$ cat config.mk
export PLATFORM = sky130hd
export DESIGN_NAME = axi_read_arbiter
export DESIGN_NICKNAME = d
export VERILOG_FILES = /design/src/rtl/axi_read_arbiter.sv
export SDC_FILE = /design/constraint.sdc
export NUM_CORES = 1
export LEC_CHECK = 0
export BUFFER_PORTS_ARGS = -buffer_cell sky130_fd_sc_hd__buf_2
export CAP_MARGIN = 20
export CORE_AREA = 2 2 105 107
export DETAILED_ROUTE_END_ITERATION = 6
export DIE_AREA = 0 0 107 109
export GPL_TIMING_DRIVEN = 0
export PLACE_DENSITY_LB_ADDON = 0.05
export SLEW_MARGIN = 20
export SYNTH_ARGS = -nofsm -noshare
export SYNTH_HDL_FRONTEND = slang
export SYNTH_SLANG_ARGS = --single-unit
$ cat constraint.sdc
create_clock -name clk -period 2.45 [get_ports clk]
set_input_delay 0.245 -clock clk [delete_from_list [all_inputs] [get_ports clk]]
set_output_delay 0.245 -clock clk [all_outputs]
set_load 0.02 [all_outputs]
$ cat src/rtl/axi_read_arbiter.sv
// Two-master AXI4 read-channel arbiter: one burst in flight, R beats routed by registered grant.
// Define ARB_ROUND_ROBIN_EN for round-robin arbitration; default is fixed priority (port 1 wins).
module axi_read_arbiter #(
  parameter int ADDR_WIDTH = 32,
  parameter int ID_WIDTH   = 4
) (
  input  logic                  clk,
  input  logic                  rst,
  // master 0 (icache)
  input  logic [ADDR_WIDTH-1:0] m0_araddr,
  input  logic [7:0]            m0_arlen,
  input  logic [2:0]            m0_arsize,
  input  logic [1:0]            m0_arburst,
  input  logic                  m0_arvalid,
  output logic                  m0_arready,
  output logic [31:0]           m0_rdata,
  output logic [1:0]            m0_rresp,
  output logic                  m0_rlast,
  output logic                  m0_rvalid,
  input  logic                  m0_rready,
  // master 1 (dcache)
  input  logic [ADDR_WIDTH-1:0] m1_araddr,
  input  logic [7:0]            m1_arlen,
  input  logic [2:0]            m1_arsize,
  input  logic [1:0]            m1_arburst,
  input  logic                  m1_arvalid,
  output logic                  m1_arready,
  output logic [31:0]           m1_rdata,
  output logic [1:0]            m1_rresp,
  output logic                  m1_rlast,
  output logic                  m1_rvalid,
  input  logic                  m1_rready,
  // slave side
  output logic [ID_WIDTH-1:0]   s_arid,
  output logic [ADDR_WIDTH-1:0] s_araddr,
  output logic [7:0]            s_arlen,
  output logic [2:0]            s_arsize,
  output logic [1:0]            s_arburst,
  output logic [1:0]            s_arlock,
  output logic [3:0]            s_arcache,
  output logic [2:0]            s_arprot,
  output logic                  s_arvalid,
  input  logic                  s_arready,
  input  logic [ID_WIDTH-1:0]   s_rid,
  input  logic [31:0]           s_rdata,
  input  logic [1:0]            s_rresp,
  input  logic                  s_rlast,
  input  logic                  s_rvalid,
  output logic                  s_rready
);

  typedef enum logic [1:0] {IDLE, ADDR, DATA} state_t;

  state_t                  state_reg, state_next;
  logic                    grant_reg;
  logic [ID_WIDTH-1:0]     arid_reg;
  logic [ADDR_WIDTH-1:0]   araddr_reg;
  logic [7:0]              arlen_reg;
  logic [2:0]              arsize_reg;
  logic [1:0]              arburst_reg;
  logic                    req_any;
  logic                    win;
  logic                    grant_fire;
  logic                    unused_rid;

  // Routing relies solely on grant_reg; the slave's ID is not needed.
  assign unused_rid = ^s_rid;

  assign req_any    = m0_arvalid | m1_arvalid;
  assign grant_fire = (state_reg == IDLE) && req_any;

`ifdef ARB_ROUND_ROBIN_EN
  logic rr_ptr_reg;

  always_comb begin
    win = m1_arvalid;
    if (m0_arvalid && m1_arvalid) win = rr_ptr_reg;
  end

  // Preferred port flips to whoever lost the latest grant.
  always_ff @(posedge clk or posedge rst) begin
    if (rst)             rr_ptr_reg <= 1'b0;
    else if (grant_fire) rr_ptr_reg <= ~win;
  end
`else
  assign win = m1_arvalid;
`endif

  always_ff @(posedge clk or posedge rst) begin
    if (rst) begin
      state_reg   <= IDLE;
      grant_reg   <= 1'b0;
      arid_reg    <= '0;
      araddr_reg  <= '0;
      arlen_reg   <= '0;
      arsize_reg  <= '0;
      arburst_reg <= '0;
    end else begin
      state_reg <= state_next;
      if (grant_fire) begin
        grant_reg   <= win;
        arid_reg    <= {{(ID_WIDTH-1){1'b0}}, win};
        araddr_reg  <= win ? m1_araddr  : m0_araddr;
        arlen_reg   <= win ? m1_arlen   : m0_arlen;
        arsize_reg  <= win ? m1_arsize  : m0_arsize;
        arburst_reg <= win ? m1_arburst : m0_arburst;
      end
    end
  end

  always_comb begin
    state_next = state_reg;
    unique case (state_reg)
      IDLE:    if (req_any) state_next = ADDR;
      ADDR:    if (s_arready) state_next = DATA;
      DATA:    if (s_rvalid && s_rready && s_rlast) state_next = IDLE;
      default: state_next = IDLE;
    endcase
  end

  always_comb begin
    m0_arready = 1'b0;
    m1_arready = 1'b0;
    m0_rvalid  = 1'b0;
    m0_rdata   = '0;
    m0_rresp   = '0;
    m0_rlast   = 1'b0;
    m1_rvalid  = 1'b0;
    m1_rdata   = '0;
    m1_rresp   = '0;
    m1_rlast   = 1'b0;
    s_rready   = 1'b0;
    // Ack is combinational, so it must also be squashed while reset is asserted.
    if (grant_fire && !rst) begin
      m0_arready = ~win;
      m1_arready = win;
    end
    if (state_reg == DATA) begin
      if (grant_reg) begin
        m1_rvalid = s_rvalid;
        m1_rdata  = s_rdata;
        m1_rresp  = s_rresp;
        m1_rlast  = s_rlast;
        s_rready  = m1_rready;
      end else begin
        m0_rvalid = s_rvalid;
        m0_rdata  = s_rdata;
        m0_rresp  = s_rresp;
        m0_rlast  = s_rlast;
        s_rready  = m0_rready;
      end
    end
  end

  assign s_arvalid = (state_reg == ADDR);
  assign s_arid    = arid_reg;
  assign s_araddr  = araddr_reg;
  assign s_arlen   = arlen_reg;
  assign s_arsize  = arsize_reg;
  assign s_arburst = arburst_reg;
  assign s_arlock  = 2'b00;
  assign s_arcache = 4'b0000;
  assign s_arprot  = 3'b000;

endmodule

==> results of run 1 <==
## per-layer routing
layer  GRT usage  part of all wire  routed length (um)
met5           0                 0                   0
met2       0.278              0.52                4680
met3      0.0377             0.081                 730
met1       0.159              0.39                3470
met4      0.0334            0.0088                  79
## stage by stage
stage / util / instances / hold WS, ns / cell area [um^2]
after floorplan: - / 271 / 0.353 / 3250
after global placement: 0.442 / 664 / 0.454 / 4690
after detailed placement: 0.444 / 665 / 0.278 / 4710
after CTS: 0.454 / 673 / 0.132 / 4810
after global routing: 0.454 / 673 / 0.141 / 4810
final: 0.454 / 673 / 0.145 / 4810
## worst min-delay path by stage
stage               slack (ns)      start            to  cells after the start
global placement          0.45  s_arready  state_reg[0]                      2
finish                    0.15  s_arready  state_reg[0]                      2
global route              0.14  s_arready  state_reg[0]                      2
floorplan                 0.35  s_arready  state_reg[0]                      1
CTS                       0.13  s_arready  state_reg[0]                      2
detailed placement        0.28        rst     grant_reg                      2
## synthesized netlist by cell type (all sizes together)
cell,count,area share
nor2b,1,0.0020
inv,3,0.0035
o21ai,2,0.0031
conb,1,0.0012
a31oi,1,0.0020
nor3,1,0.0016
buf,24,0.069
and3,1,0.0023
mux2,91,0.37
clkbuf,6,0.0094
nor2,3,0.0043
and2,72,0.14
o21a,1,0.0023
nand2b,2,0.0039
a21o,2,0.0051
a21oi,1,0.0016
dfrtp,48,0.37
## kinds of logic after synthesis
group / count (synthesis) / share of synthesized area
buffers and inverters: 33 / 0.0816
flip-flops: 48 / 0.375
other: 1 / 0.00117
AND/OR/NAND/NOR: 80 / 0.155
multiplexers: 91 / 0.374
AO/OA/AOI/OAI: 7 / 0.0141
## power groups by stage
stage	clock network [mW]	logic, mW	registers, mW
finish	0.489	2.97	1.41
global route	0.545	3.18	1.47
CTS	0.513	3.03	1.42
detailed placement	0	3.01	1.42
global placement	0	3.02	1.42
floorplan	0	1.62	1.90
## worst max-delay path, stage by stage (launching register included)
cell and delay, ns:
dfrtp_1 0.41, nand2b_1 0.19, nor2_1 0.43, clkbuf_2 0.28, and2_1 0.17, buf_2 0.17
## placed cells by master, fill, tap and decap left out, drive strengths merged, types with 2 or more instances in the layout
master,instances
a21o,2
and2,72
buf,278
clkbuf,12
conb,12
dfrtp,48
inv,3
mux2,91
nand2b,2
nor2,3
o21ai,2
## cell type report
type                            count  area share
Timing Repair Buffer              255       0.270
Inverter                            3     0.00234
Clock inverter                      1     0.00182
Buffer                             30      0.0520
Multi-Input combinational cell    190       0.371
Clock buffer                        6      0.0172
Tap cell                          140      0.0364
Sequential cell                    48       0.250
==> impl_results.md, run 1 <==
* Synth-to-Final Area Change at 50.1%
* Initial antenna violation count at 0
* Initial core utilization at 0.302
* Io pins at 271
* Avg Cell Area, Syn at 12.3 um^2
* CP endpoint: m0_rdata[17]
* Total track usage at 0.145
* Slew @ Worst Pin at 0.533 ns
* Relative slew margins at 0.643
* CP startpoint: state_reg[0]
* Psw at 2.02 mW
* Buffers on Ports at roughly 250
* Comb pwr share at 0.610
* Required @ worst endpoint at 2.20 ns
* Antenna Nets Post-Route at 0
* Max Slew Vio Count at 0
* Vias in the first global route at between 2000 and 3000
* Seq cells post-synth at 48
* Chip width at 107 um
* Post-CTS Repair Setup Buffers at 0
* Worst setup EP type: primary output
* WS Path Type: reg -> out
* TritonCTS clock tree: yes
* Reg-to-Reg Start: state_reg[1]
* TritonCTS buffer count at 5
* Final WS setup at between 0.2 and 0.3 ns
* Worst R2R Setup Slack at 0.92 ns
* Maxcap violations at 0
* Number of DRC markers in iteration 0 at 53
* Layout Skew at 0.00575 ns
* Clk buf depth at 2
* Worst Setup Start Kind: register
* Fin crit period at 2.19 ns
* Total power draw at 4.87 mW
* CP Max Fanout at 10
* Routed wire length at between 8 and 9 mm
* Setup tns final at 0 ns
* Drc violations at 0
* Clk sinks at 48
* Post-Synthesis Cell Area at 3200 um^2
* Hold Buf Count CTS at 1
* Total global routing overflow at 0
* Clk network pwr share at 0.100
* Clock Pin Slew Worst Setup and Hold Paths at 0.08 ns
* Vias at 2820
* Post-DP HPWL at 7.43 mm
* Cell variety after synth at 23
* Core Area at approximately 11000 um^2
* Max frequency at 0.457 GHz
* Reg power frac at 0.290
* Maximum vdd ir drop at 0.389 mV
* WP data arrival at 1.94 ns
* First drt pass iteration count at 4
* Worst-Skew Late Latency at 0.29 ns
* Outcome: finished clean
* Syn. warnings at 0
* CTS Root Cell: clkbuf_8
* Post_cts resized at 0
* Routability-driven placement congestion ratio at ~0.74
* Number of flip-flops in the largest register at 32
* Switching portion of total power at 0.414
* Leakage at 2.74 nW
* Share of layout cells above drive strength 1 at 0.724
* Power per cell area at 1010 nW/um^2
* Multi-input gate area at 1780 um^2
* Final setup vio count at 0
* R2R cell count at 5
* Sequential fraction of the synthesis area at 0.375
* Vias per std cell at 4.19
* Largest net degree at the start of global routing at 33
* Sequential cell area at 1200 um^2
* N_diodes at 0
* Synthesized instance count at 260
* Final Cycle Share at 0.893
* FF-to-FF End: s_araddr[25]
* First-pass GRT wire length at roughly 13 mm
* Fin. Hold Viols at 0
* H-tree lvl count at 2
* Hold Path Class: in -> reg
* Die Ht at 109 um
* Row cnt at 38
* Internal power at 2.86 mW
* Die ar. at 11700 um^2
* RSZ-0062 raised after global routing: false
* Post-layout nets at 670
* Post-place setup slack at 0.587 ns
* Fillers at around 1100
* Drt wl/cell at 13.3 um
Power figures use the tool's default switching activity.
==> run 2: changes to the inputs <==
--- a/config.mk
+++ b/config.mk
@@ -5,11 +5,12 @@
 export SDC_FILE = /design/constraint.sdc
 export NUM_CORES = 1
 export LEC_CHECK = 0
+export ABC_AREA = 1
 export BUFFER_PORTS_ARGS = -buffer_cell sky130_fd_sc_hd__buf_2
 export CAP_MARGIN = 20
-export CORE_AREA = 2 2 105 107
+export CORE_AREA = 2 2 104 106
 export DETAILED_ROUTE_END_ITERATION = 6
-export DIE_AREA = 0 0 107 109
+export DIE_AREA = 0 0 106 108
 export GPL_TIMING_DRIVEN = 0
 export PLACE_DENSITY_LB_ADDON = 0.05
 export SLEW_MARGIN = 20
==> impl_results.md, run 2 <==
* FF-to-FF End: s_araddr[0]
* Share of layout cells above drive strength 1 at 0.427 (-0.297)
* Hold Buf Count CTS at 0 (-1)
* TritonCTS clock tree: yes
* WHS at 0.0243 ns (-0.121 ns)
* Initial antenna violation count at 0 (unchanged)
* Seq cells post-synth at 48 (unchanged)
* Synth async-reset ratio at 1.00 (unchanged)
* Synth-to-Final Area Change at 51.3%
* First-pass GRT wire length at 16.8 mm (+26%)
* Post_cts resized at 0 (unchanged)
* Synth top area share at 0.390 (+0.0149)
* Max frequency at 0.529 GHz (+16%)
* Drc violations at 0 (unchanged)
* Prevailing post-synth register cell: dfrtp_1
* Io pins at 271 (unchanged)
* Worst Setup Start Kind: register
* TritonCTS buffer count at 5 (unchanged)
* WP data arrival at 1.65 ns (-0.29 ns)
* Buffers on Ports at 254 (+0.40%)
* Total track usage at 0.185 (+0.0405)
* Post-DP HPWL at 9.25 mm (+24%)
* Die Ht at 108 um (-0.92%)
* Most frequent cells in the layout: buf_2 (257), nand2_1 (98), inv_1 (87)
* Routability-driven placement congestion ratio at 0.783 (+5.3%)
* Worst-Skew Late Latency at 0.29 ns (about the same)
* Final cell count without fillers at 857 (+27%)
* Maxcap violations at 0 (unchanged)
* RSZ-0062 raised after global routing: false
* Vias per std cell at 4.14 (-1.1%)
* Sequential cell area at 1200 um^2 (unchanged)
* Fin crit period at 1.89 ns (-0.299 ns)
* Largest net degree at the start of global routing at 26 (-21%)
* Reg power frac at 0.305 (+0.015)
* Clk buf depth at 2 (unchanged)
* Count leader, synth: nand2_1
* Maximum vdd ir drop at 0.393 mV (+0.93%)
* First drt pass iteration count at 4 (unchanged)
* Clk network pwr share at 0.098 (-0.002)
* Synthesized instance count at 448 (+72%)
* Synth top cells by count: nand2_1 (98), inv_1 (88), nor2_1 (73)
* Total global routing overflow at 0 (unchanged)
* Comb pwr share at 0.597 (-0.013)
* Layout Skew at 0.00460 ns (-0.00115 ns)
* Total power draw at 4.48 mW (-8.0%)
* Fin. Hold Viols at 0 (unchanged)
* CTS Root Cell: clkbuf_8
* WS Path Type: reg -> out
* Hold Path Class: in -> async
* Power per cell area at 961 nW/um^2 (-5.1%)
* Number of DRC markers in iteration 0 at 177 (+230%)
* Worst setup EP type: primary output
* Routed wire length at 11.0 mm (+22%)
* Reg-to-Reg Start: state_reg[0]
* Post-layout nets at 858 (+28%)
* H-tree lvl count at 2 (unchanged)
* Relative slew margins at 0.615 (-0.0285)
* Syn. warnings at 0 (unchanged)
* Antenna Nets Post-Route at 0 (unchanged)
* Drt wl/cell at 12.8 um (-3.9%)
* Max Slew Vio Count at 0 (unchanged)
* Leakage at 3.15 nW (+15%)
* Psw at 2.14 mW (+6.0%)
* Cell variety after synth at 21 (-8.7%)
* Avg Cell Area, Syn at 6.88 um^2 (-44%)
* Core Area at 10200 um^2 (-3.5%)
* Setup tns final at 0 ns (unchanged)
* Post-Synthesis Cell Area at 3080 um^2 (-3.8%)
* CP Max Fanout at 10 (unchanged)
* Multi-input gate area at 1220 um^2 (-31%)
* Final setup vio count at 0 (unchanged)
* Clock Pin Slew Worst Setup and Hold Paths at 0.08 ns (about the same)
* Slew @ Worst Pin at 0.577 ns (+0.0439 ns)
* Cell taking the most area after synthesis: dfrtp_1
* Outcome: finished clean
* Sequential fraction of the synthesis area at 0.390 (+0.0149)
* Internal power at 2.34 mW (-18%)
* Initial core utilization at 0.301 (-0.00101)
* Final Cycle Share at 0.771 (-0.122)
* Required @ worst endpoint at 2.20 ns (about the same)
* Vias in the first global route at 3381 (+21%)
* Clk sinks at 48 (unchanged)
* Post-synth EDFFs at 0 (unchanged)
* Switching portion of total power at 0.477 (+0.0633)
* Placed cells at 850 (+28%)
* Number of flip-flops in the largest register at 32 (unchanged)
* Final design utilization at 0.456 (+0.00216)
* N_diodes at 0 (unchanged)
* Vias at 3550 (+26%)
* Commonest non-fill, non-tap cell in the layout: buf_2
* Fillers at 1152 (+8.3%)
* Die ar. at 11400 um^2 (-1.8%)
* Chip width at 106 um (-0.93%)
* Synth area leaders: dfrtp_1 (39%), nand2_1 (12%), inv_1 (11%), nor2_1 (8.9%), a21oi_1 (7.3%)
* Row cnt at 37 (-2.6%)
* Post-CTS Repair Setup Buffers at 0 (unchanged)
* R2R cell count at 4 (-1)
* Worst R2R Setup Slack at 1.15 ns (+0.23 ns)
run 2: power by group through the flow:
| stage | logic, mW | clock network [mW] | registers [mW] |
|---|---|---|---|
| final | 2.68 | 0.439 | 1.36 |
| after global routing | 2.94 | 0.482 | 1.41 |
| after detailed placement | 2.73 | 0 | 1.37 |
| after CTS | 2.73 | 0.459 | 1.37 |
| after global placement | 2.71 | 0 | 1.36 |
| after floorplan | 1.34 | 0 | 1.80 |
run 2: cell families after synthesis:
kind of cell	Yosys count	synth area share
other cells	1	0.00122
flops	48	0.390
compound gates	93	0.158
simple gates	179	0.225
buf+inv	127	0.227
run 2: metrics by stage:
stage                     setup slack [ns]  area, um^2
after floorplan                      0.846        3120
after global placement               0.316        4560
after detailed placement             0.887        4580
after CTS                            0.542        4660
after global routing                 0.441        4660
final                                0.560        4660
run 2: final cells by class:
cell class                 instances  area share
timing repair buffer             255       0.277
buffer                            39      0.0789
clock buffer                       6      0.0156
sequential                        48       0.258
clock inverter                     1     0.00107
inverter                          88      0.0709
multi-input combinational        284       0.262
tap                              136      0.0365
run 2: worst max path at each step:
stage	startpoint	end	slack, ns	cells after the start
after floorplan	state_reg[0]	m0_arready	0.85	5
after global placement	rst	s_araddr[3]	0.32	2
after detailed placement	state_reg[0]	m1_arready	0.89	6
after CTS	state_reg[0]	m1_arready	0.54	6
after global routing	state_reg[1]	m0_arready	0.44	6
final	state_reg[0]	m1_arready	0.56	6
run 2: critical path, stage by stage, from the launching register on:
cell and delay [ns]:
dfrtp_1 0.44, nor2_2 0.13, o21ai_2 0.12, buf_12 0.18, buf_12 0.14, nor3_1 0.15, buf_2 0.20
run 2: metal layers:
metal	GRT usage	vias up	share of wire
met1	0.192	1538	0.38
met5	0	-	0
met2	0.367	141	0.53
li1	-	1858	-
met3	0.0500	13	0.077
met4	0.0489	0	0.020
==> run 3: changes to the inputs <==
--- a/config.mk
+++ b/config.mk
@@ -8,9 +8,9 @@
 export ABC_AREA = 1
 export BUFFER_PORTS_ARGS = -buffer_cell sky130_fd_sc_hd__buf_2
 export CAP_MARGIN = 20
-export CORE_AREA = 2 2 104 106
+export CORE_AREA = 2 2 106 108
 export DETAILED_ROUTE_END_ITERATION = 6
-export DIE_AREA = 0 0 106 108
+export DIE_AREA = 0 0 108 110
 export GPL_TIMING_DRIVEN = 0
 export PLACE_DENSITY_LB_ADDON = 0.05
 export SLEW_MARGIN = 20
==> constraint.sdc (replaced) <==
create_clock -name clk -period 1.5 [get_ports clk]
set_input_delay 0.15 -clock clk [delete_from_list [all_inputs] [get_ports clk]]
set_output_delay 0.15 -clock clk [all_outputs]
set_load 0.02 [all_outputs]
==> impl_results.md, run 3 (synthesis results as in run 2) <==
* Most frequent cells in the layout: buf_2 (182), nand2_1 (98), inv_1 (87)
* Most used cell, CP: buf_6
* Fin. Hold Viols at 0 (unchanged)
* Routability-driven placement congestion ratio at 0.707 (-9.8%)
* Synth-to-Final Area Change at 72.0%
* Drc violations at 0 (unchanged)
* Switching portion of total power at 0.467 (-0.0101)
* Total global routing overflow at 0 (unchanged)
* Clock Pin Slew Worst Setup and Hold Paths at 0.08 ns (about the same)
* Post-layout nets at 874 (+1.9%)
* R2R cell count at 7 (+3)
* Clk buf depth at 2 (unchanged)
* Psw at 3.80 mW (+78%)
* Placed cells at 854 (+0.47%)
* Leakage at 3.26 nW (+3.3%)
* Commonest non-fill, non-tap cell in the layout: buf_2
* Clk sinks at 48 (unchanged)
* Row cnt at 38 (+2.7%)
* Share of layout cells above drive strength 1 at 0.492 (+0.0647)
* Core Area at 10700 um^2 (+4.6%)
* Hold Path Class: in -> reg
* Slew @ Worst Pin at 0.505 ns (-0.0723 ns)
* Reg power frac at 0.275 (-0.030)
* Required @ worst endpoint at 1.35 ns (-0.85 ns)
* Max Slew Vio Count at 0 (unchanged)
* Failing checks: setup timing
* Min-Delay Startpoint: s_arready
* Antenna Nets Post-Route at 0 (unchanged)
* Relative slew margins at 0.664 (+0.0488)
* Layout Skew at 0.00797 ns (+0.00337 ns)
* Fin crit period at 1.74 ns
* Die Ht at 110 um (+1.9%)
* Number of flip-flops in the largest register at 32 (unchanged)
* Buffers on Ports at 254 (unchanged)
* Final WS setup at -0.238 ns (-0.797 ns)
* Crit path max-delay family: buffers and inverters
* Hold Path Cell Cnt at 2
* Worst Setup Start Kind: register
* Comb pwr share at 0.626 (+0.029)
* CP Max Fanout at 6 (-4)
* TritonCTS buffer count at 5 (unchanged)
* Total track usage at 0.183 (-0.00235)
* Maxcap violations at 0 (unchanged)
* Initial core utilization at 0.288 (-0.0131)
* Clk network pwr share at 0.099 (about the same)
* Worst-Skew Late Latency at 0.30 ns (about the same)
* Vias per std cell at 4.25 (+2.5%)
* Number of DRC markers in iteration 0 at 177 (unchanged)
* H-tree lvl count at 2 (unchanged)
* Drt wl/cell at 13.3 um (+3.7%)
* Routed wire length at 11.7 mm (+6.5%)
* RSZ-0062 raised after global routing: true
* Vias at 3736 (+5.2%)
* Maximum vdd ir drop at 0.649 mV (+65%)
* Final Cycle Share at 1.16
* Worst path slowest cell: dfrtp_1
* Buf/Inv on CP at 3 (unchanged)
* First-pass GRT wire length at 17.2 mm (+2.4%)
* Internal power at 4.33 mW (+85%)
* CP startpoint: state_reg[0]
* Die ar. at 11900 um^2 (+3.8%)
* WS Path Type: reg -> out
* WP depth at 6 (unchanged)
* Chip width at 108 um (+1.9%)
* First drt pass iteration count at 6 (+2)
* Final cell count without fillers at 880 (+2.7%)
* Final setup vio count at 75 (+75)
* Io pins at 271 (unchanged)
* Worst path cell trace: buf_6 -> nor2_4 -> nand2_4 -> buf_6 -> nor2_1 -> buf_4
* Delay of the slowest cell on the worst path at 0.42 ns (-0.02 ns)
* Post-DP HPWL at 8.79 mm (-5.0%)
* Fillers at 1098 (-4.7%)
* Setup tns final at -11.01 ns (-11.01 ns)
* Worst setup EP type: primary output
* Outcome: finished, violations left
* Reg-to-Reg Start: state_reg[0]
* WP data arrival at 1.59 ns (-0.06 ns)
* Vias in the first global route at 3496 (+3.4%)
* TritonCTS clock tree: yes
* Initial antenna violation count at 2 (+2)
* WHS at 0.0620 ns (+0.0377 ns)
* Largest net degree at the start of global routing at 28 (+7.7%)
* Max frequency at 0.576 GHz
* Power per cell area at 1530 nW/um^2 (+60%)
* CTS Root Cell: clkbuf_8
run 3: through the flow:
step	utilization	cell area, um^2	setup slack, ns	power [mW]
final	0.496	5300	-0.238	8.13
after global routing	0.496	5300	-0.320	8.75
after CTS	0.482	5150	-0.183	8.09
after global placement	0.427	4570	-0.528	6.65
after detailed placement	0.429	4590	-0.000561	6.70
after floorplan	-	3120	-0.00934	5.13
run 3: path summary, 6_finish.rpt:
| path | endpoint | slack, ns |
|---|---|---|
| worst max-delay path | m1_rdata[28] | -0.24 |
| worst min-delay path | state_reg[0] | 0.06 |
| worst max register to register | s_arlen[6] | 0.06 |
| worst min register to register | s_araddr[11] | 0.48 |
| max in group asynchronous | s_araddr[11] | 0.49 |
| min in group asynchronous | s_araddr[24] | 0.48 |
run 3: routing by layer:
| layer | share of wire | track usage | vias up | routed length, um |
|---|---|---|---|---|
| met5 | 0 | 0 | - | 0 |
| met4 | 0.013 | 0.0348 | 0 | 154 |
| met3 | 0.081 | 0.0423 | 10 | 944 |
| met2 | 0.54 | 0.373 | 151 | 6330 |
| met1 | 0.36 | 0.190 | 1683 | 4240 |
| li1 | - | - | 1892 | - |
run 3: timing repair:
item                                   in CTS  in global routing
pin swaps                                   4                  1
gates resized for setup                   126                 41
setup endpoints to repair                  74                 94
endpoints found under the hold margin      21                  0
hold buffers                                1                  0
setup buffers                              13                  0
cloned                                      3                  0
run 3: final cells by class:
cell class,instances,area [um^2],area share
Inverter,88,330,0.0623
Buffer,38,352,0.0663
Antenna cell,2,5.00,0.000944
Clock buffer,7,86.3,0.0163
Sequential cell,48,1200,0.227
Timing Repair Buffer,271,1700,0.321
Multi-Input combinational cell,285,1440,0.272
Tap cell,140,175,0.0330
Clock inverter,1,7.51,0.00142
run 3: power groups by stage:
stage          clock network (mW)  registers, mW  logic (mW)
6_report                    0.805           2.24        5.09
5_1_grt                     0.905           2.33        5.52
4_1_cts                     0.852           2.24        5.00
3_5_place_dp                    0           2.25        4.45
3_3_place_gp                    0           2.24        4.41
2_1_floorplan                   0           2.94        2.19
